[src/rtl/clk_div_n_detector_if.sv]
// clk_div_n_detector_if: divided-clock input and measurement results.
// master drives the divided clock, slave is the detector.
interface clk_div_n_detector_if #(
  parameter int W = 8
);
  logic         clk_div_in;
  logic [W-1:0] n_out;
  logic [W-1:0] high_out;
  logic         meas_valid;
  logic         locked;
  logic         timeout;

  modport master (
    output clk_div_in,
    input  n_out,
    input  high_out,
    input  meas_valid,
    input  locked,
    input  timeout
  );

  modport slave (
    input  clk_div_in,
    output n_out,
    output high_out,
    output meas_valid,
    output locked,
    output timeout
  );
endinterface

[src/rtl/clk_div_n_detector.sv]
// clk_div_n_detector: measures period N and high time of a divided clock.
// Define CLK_DIV_DET_SYNC_EN to add a 2-flop input synchronizer.
module clk_div_n_detector #(
  parameter int W        = 8,
  parameter int LOCK_CNT = 2
) (
  input logic                 clk,
  input logic                 rst,
  clk_div_n_detector_if.slave bus
);

  typedef enum logic {
    IDLE,
    MEAS
  } state_t;

  localparam logic [W-1:0] MAX = '1;
  localparam logic [3:0] LOCK_TH = 4'(LOCK_CNT - 1);

  state_t state;
  state_t state_nx;

  logic src;
  logic s;
  logic s_d;
  logic rise;

  logic [W-1:0] period_cnt;
  logic [W-1:0] high_cnt;
  logic [W-1:0] n_q;
  logic [W-1:0] high_q;
  logic         valid_q;
  logic         lock_q;
  logic         to_q;
  logic         fresh;
  logic [3:0]   match_cnt;
  logic [3:0]   match_nx;
  logic         lock_nx;
  logic         same;

  logic start;
  logic done;
  logic expire;
  logic count;

`ifdef CLK_DIV_DET_SYNC_EN
  logic [1:0] sync;

  always_ff @(posedge clk or posedge rst) begin
    if (rst) begin
      sync <= '0;
    end else begin
      sync <= {sync[0], bus.clk_div_in};
    end
  end

  assign src = sync[1];
`else
  assign src = bus.clk_div_in;
`endif

  always_ff @(posedge clk or posedge rst) begin
    if (rst) begin
      s   <= 1'b0;
      s_d <= 1'b0;
    end else begin
      s   <= src;
      s_d <= s;
    end
  end

  assign rise = s & ~s_d;

  always_ff @(posedge clk or posedge rst) begin
    if (rst) begin
      state <= IDLE;
    end else begin
      state <= state_nx;
    end
  end

  always_comb begin
    state_nx = state;
    unique case (state)
      IDLE: begin
        if (rise) begin
          state_nx = MEAS;
        end
      end
      MEAS: begin
        if (!rise && period_cnt == MAX) begin
          state_nx = IDLE;
        end
      end
      default: state_nx = IDLE;
    endcase
  end

  // A rise always beats the timeout on the same cycle.
  always_comb begin
    start  = 1'b0;
    done   = 1'b0;
    expire = 1'b0;
    count  = 1'b0;
    if (state == MEAS) begin
      priority case (1'b1)
        rise:              done   = 1'b1;
        period_cnt == MAX: expire = 1'b1;
        default:           count  = 1'b1;
      endcase
    end else begin
      start = rise;
    end
  end

  // The first period after arming never matches, so it cannot lock alone.
  assign same = !fresh && (period_cnt == n_q);

  always_comb begin
    match_nx = 4'd0;
    if (same) begin
      match_nx = (match_cnt == 4'd15) ? 4'd15 : match_cnt + 4'd1;
    end
  end

  assign lock_nx = (match_nx >= LOCK_TH);

  always_ff @(posedge clk or posedge rst) begin
    if (rst) begin
      period_cnt <= '0;
      high_cnt   <= '0;
      n_q        <= '0;
      high_q     <= '0;
      valid_q    <= 1'b0;
      lock_q     <= 1'b0;
      to_q       <= 1'b0;
      fresh      <= 1'b0;
      match_cnt  <= '0;
    end else begin
      valid_q <= done;
      to_q    <= expire;
      if (start || done) begin
        period_cnt <= W'(1);
        high_cnt   <= W'(1);
      end else if (count) begin
        period_cnt <= period_cnt + W'(1);
        high_cnt   <= high_cnt + W'(s);
      end else if (expire) begin
        period_cnt <= '0;
        high_cnt   <= '0;
      end
      if (start) begin
        fresh <= 1'b1;
      end
      if (done) begin
        n_q       <= period_cnt;
        high_q    <= high_cnt;
        match_cnt <= match_nx;
        lock_q    <= lock_nx;
        fresh     <= 1'b0;
      end
      if (expire) begin
        match_cnt <= '0;
        lock_q    <= 1'b0;
      end
    end
  end

  assign bus.n_out      = n_q;
  assign bus.high_out   = high_q;
  assign bus.meas_valid = valid_q;
  assign bus.locked     = lock_q;
  assign bus.timeout    = to_q;

endmodule

[src/flat_wrapper.sv]
// flat-port wrapper written by rule: the top's interface ports become plain ports
module clk_div_n_detector_flat 
#(
  parameter int W        = 8,
  parameter int LOCK_CNT = 2
)
  (clk, rst, bus_clk_div_in, bus_n_out, bus_high_out, bus_meas_valid, bus_locked, bus_timeout);
  clk_div_n_detector_if #(.W(W)) bus_i ();
  input logic clk;
  input logic rst;
  input wire logic [$bits(bus_i.clk_div_in)-1:0] bus_clk_div_in;
  output wire logic [$bits(bus_i.n_out)-1:0] bus_n_out;
  output wire logic [$bits(bus_i.high_out)-1:0] bus_high_out;
  output wire logic [$bits(bus_i.meas_valid)-1:0] bus_meas_valid;
  output wire logic [$bits(bus_i.locked)-1:0] bus_locked;
  output wire logic [$bits(bus_i.timeout)-1:0] bus_timeout;
  assign bus_i.clk_div_in = bus_clk_div_in;
  assign bus_n_out = bus_i.n_out;
  assign bus_high_out = bus_i.high_out;
  assign bus_meas_valid = bus_i.meas_valid;
  assign bus_locked = bus_i.locked;
  assign bus_timeout = bus_i.timeout;
  clk_div_n_detector #(.W(W), .LOCK_CNT(LOCK_CNT)) u_core (.clk(clk), .rst(rst), .bus(bus_i));
endmodule
[config.mk]
export PLATFORM = sky130hd
export DESIGN_NAME = clk_div_n_detector_flat
export DESIGN_NICKNAME = d
export VERILOG_FILES = /design/src/rtl/clk_div_n_detector_if.sv /design/src/rtl/clk_div_n_detector.sv /design/src/flat_wrapper.sv
export SDC_FILE = /design/constraint.sdc
export NUM_CORES = 1
export LEC_CHECK = 0
export ABC_AREA = 1
export CAP_MARGIN = 0
export CORE_ASPECT_RATIO = 0.6
export CORE_MARGIN = 4
export CORE_UTILIZATION = 60
export CTS_CLUSTER_DIAMETER = 40
export DETAILED_ROUTE_END_ITERATION = 16
export PLACE_DENSITY = 0.84
export REMOVE_ABC_BUFFERS = 1
export SLEW_MARGIN = 20
export SYNTH_ARGS = -nofsm -noshare
export SYNTH_HDL_FRONTEND = slang
export SYNTH_SLANG_ARGS = --single-unit
export TNS_END_PERCENT = 30
[constraint.sdc]
create_clock -name clk -period 2.8 [get_ports clk]
set_input_delay 0.28 -clock clk [delete_from_list [all_inputs] [get_ports clk]]
set_output_delay 0.28 -clock clk [all_outputs]
set_load 0.01 [all_outputs]
==> run_results.csv <==
group,metric,value,unit
layout,final_cell_count_no_fill,305,
clock_network,clk_pin_slew_worst_paths,70,ps
layout,layout.nets,268,
floorplan,dieArea,4591,um^2
floorplan,dieHeight,54.11,um
yosys,synthDistinctLibCells,32,
setup_path,cpPeakStageDelay,470,ps
power,total_power,1.652,mW
placement,routabilityCongestion,0.7819,
placement,port_buffers,21,
setup_path,worstRegToRegCells,8,
placement,dp.final_hpwl,2966,um
setup_path,crit_chain,"ha_1 -> nand3_2 -> nor2_2 -> nand4_2 -> clkinv_2 -> nor2_4 -> inv_4 -> o22ai_2",
placement,dp.cells,299,
floorplan,rows,16,
floorplan,initial_core_util,0.6397,
detailed_routing,routed_wl,4164,um
setup_path,ff2ff_setup_slack,1110,ps
grt,grt_antenna_before_repair,0,
clock_network,cts_root_buf,"clkbuf_8",
detailed_routing,vias,1639,
floorplan,die_w,84.85,um
sta,hold_viol_final,0,
setup_path,worst_setup_path_end_kind,"register",
power,p_leak,1.122,nW
clock_network,cts_hold_buf,0,
sta,fin_worst_skew,4.600,ps
placement,pre_cts_slack,1126,ps
grt,grtUsageTotal,0.2096,
sta,setup_violations,0,
yosys,synthesis.area,2126,um^2
layout,fillCellCount,271,
yosys,synth_edf_count,0,
setup_path,critPathRequiredTime,3010,ps
clock_network,cts_buffer_depth,2,
run,cap_viol_max_count,0,
detailed_routing,via_per_inst,5.374,
floorplan,io_pins,22,
clock_network,clock-sinks,43,
yosys,synth_seq_area_share,0.5062,
sta,period_share,0.6051,
yosys,netlist_instances,238,
yosys,synthArstFlopShare,1.000,
sta,fmax,590.2,MHz
layout,area_growth,14.18,%
yosys,syn_avg_cell_area,8.932,um^2
sta,holdWs,404.4,ps
placement,dpl-instance-area,2355,um^2
clock_network,htreeDepth,2,
detailed_routing,wl_per_cell,13.65,um
power,ir_worst_vdd,429.9,uV
grt,grt_pass1_wl,7327,um
detailed_routing,drcViolationCount,0,
setup_path,critPathSlowestCell,"dfrtp_1",
yosys,ys_seq_elements,43,
run_status,status,"finished clean",
sta,tightest_slew,573.8,ps
setup_path,start_kind,"register",
layout,utilization,0.7304,
floorplan,core,3323,um^2
worst_hold_path,hp-class,"in2async",
clock_network,cts_buffers,5,
detailed_routing,drt_iter0_markers,112,
grt,grt_overflow,0,
grt,grt_max_degree,44,
layout,fin_area,2427,um^2
yosys,ys.flop_type,"dfrtp_1",
sta,setup_slack,1106,ps
sta,rsz0062_at_grt,"false",
clock_network,postCtsSetupRepairBufs,0,
setup_path,worstReg2RegEnd,"u_core.high_cnt[6]",
layout,diodes,0,
setup_path,path_max_fanout,9,
clock_network,post_cts_resize_count,0,
setup_path,crit_type,"reg2reg",
sta,relSlewSlack,0.6166,
setup_path,crit_arrival,1900,ps
layout,drive_above_1_share,0.1192,
grt,grt_pass1_vias,1604,
clock_network,clk_latency,300,ps
sta,slew_viol_final,0,
detailed_routing,antenna_left,0,
sta,fin_setup_tns,0,ps
power,power_density,680.8,nW/um^2
clock_network,cts_tree,"built",
sta,fin_crit,1694,ps
setup_path,r2r_start,"u_core.period_cnt[0]",
yosys,yosysWarnings,0,
detailed_routing,first_pass_iters,4,
## synth_stat cells, types with 2 or more instances
cell | n | area share
nand2_1 | 61 | 0.11
dfrtp_1 | 43 | 0.51
inv_1 | 25 | 0.044
nand3_1 | 20 | 0.047
o21ai_0 | 12 | 0.028
o21ai_1 | 12 | 0.028
xor2_1 | 7 | 0.029
nor2_1 | 6 | 0.011
o22ai_2 | 5 | 0.029
a21oi_1 | 4 | 0.0094
ha_1 | 4 | 0.024
inv_2 | 4 | 0.0071
nor2_2 | 4 | 0.012
buf_2 | 3 | 0.0071
nand4_1 | 3 | 0.0088
nor3_1 | 3 | 0.0071
o22ai_1 | 3 | 0.0088
buf_6 | 2 | 0.011
nand3_2 | 2 | 0.0094
o211ai_1 | 2 | 0.0071
or2_2 | 2 | 0.0059
## worst max path at each step
stage / cells after the start / to / slack (ps) / from
floorplan: 8 / u_core.period_cnt[0] / 1380 / u_core.period_cnt[0]
global placement: 8 / u_core.high_cnt[6] / 1150 / u_core.period_cnt[0]
detailed placement: 8 / u_core.period_cnt[7] / 1130 / u_core.period_cnt[0]
CTS: 8 / u_core.period_cnt[7] / 1100 / u_core.period_cnt[0]
global route: 8 / u_core.period_cnt[5] / 990 / u_core.period_cnt[0]
finish: 8 / u_core.high_cnt[6] / 1110 / u_core.period_cnt[0]
## where the power goes
part / switching [mW] / internal (mW) / total (mW)
Combinational: 0.245 / 0.217 / 0.462
Clock: 0.200 / 0.166 / 0.366
Sequential: 0.105 / 0.720 / 0.825
## per-layer routing
metal  up-vias  part of all wire  track usage
met4         0            0.0055      0.06053
met2        47              0.42       0.3091
met5         -                 0            0
li1        819                 -            -
met1       768              0.51       0.2955
met3         5             0.067      0.07187
## cells by family after synthesis
family | share of synthesized area
buffers and inverters | 0.07769
XOR/XNOR | 0.03296
flip-flops | 0.5062
AND/OR/NAND/NOR | 0.2443
adder cells (fa/ha/maj) | 0.02354
AO/OA/AOI/OAI | 0.1154
## layout by cell type, fill, tap and decap left out, drive strengths merged
| cell type | synthesis | routed |
|---|---|---|
| dfrtp | 43 | 43 |
| buf | 6 | 1 |
| nand4 | 4 | 4 |
| clkinv | 1 | 2 |
| and2 | 1 | 1 |
| or2 | 3 | 3 |
| clkdlybuf4s50 | 0 | 21 |
| o22ai | 8 | 8 |
| o211ai | 2 | 2 |
| ha | 4 | 4 |
| nand3 | 23 | 23 |
| clkbuf | 0 | 6 |
| xnor2 | 1 | 1 |
| a21oi | 4 | 4 |
| xor2 | 7 | 7 |
| o21ai | 25 | 25 |
| nor2 | 12 | 12 |
| inv | 30 | 29 |
| nor3 | 3 | 3 |
| nand2 | 61 | 61 |
## critical path: cells and delay by family (launching register included)
kind / cells / cell delay [ps]
AO/OA/AOI/OAI: 1 / 120
buffers and inverters: 2 / 220
AND/OR/NAND/NOR: 4 / 520
adder cells (fa/ha/maj): 1 / 280
flip-flops: 1 / 470
## final cells by class
type,instances,area [um^2],area share
Sequential cell,43,1076,0.4433
Tap cell,45,56.30,0.02320
Inverter,31,120.1,0.04948
Timing Repair Buffer,22,217.7,0.08969
Clock buffer,6,72.57,0.02990
Multi-Input combinational cell,158,884.6,0.3644
## sequential cells by signal, summed over array words and instances, names as in the netlist
| name | flops |
|---|---|
| u_core.bus.n_out | 8 |
| u_core.bus.meas_valid | 1 |
| u_core.match_cnt | 4 |
| u_core.fresh | 1 |
| u_core.bus.high_out | 8 |
| u_core.s_d | 1 |
| u_core.s | 1 |
| u_core.high_cnt | 8 |
| u_core.bus.locked | 1 |
| u_core.bus.timeout | 1 |
| u_core.state | 1 |
| u_core.period_cnt | 8 |
Note: power is estimated with default switching activity, not from simulation.
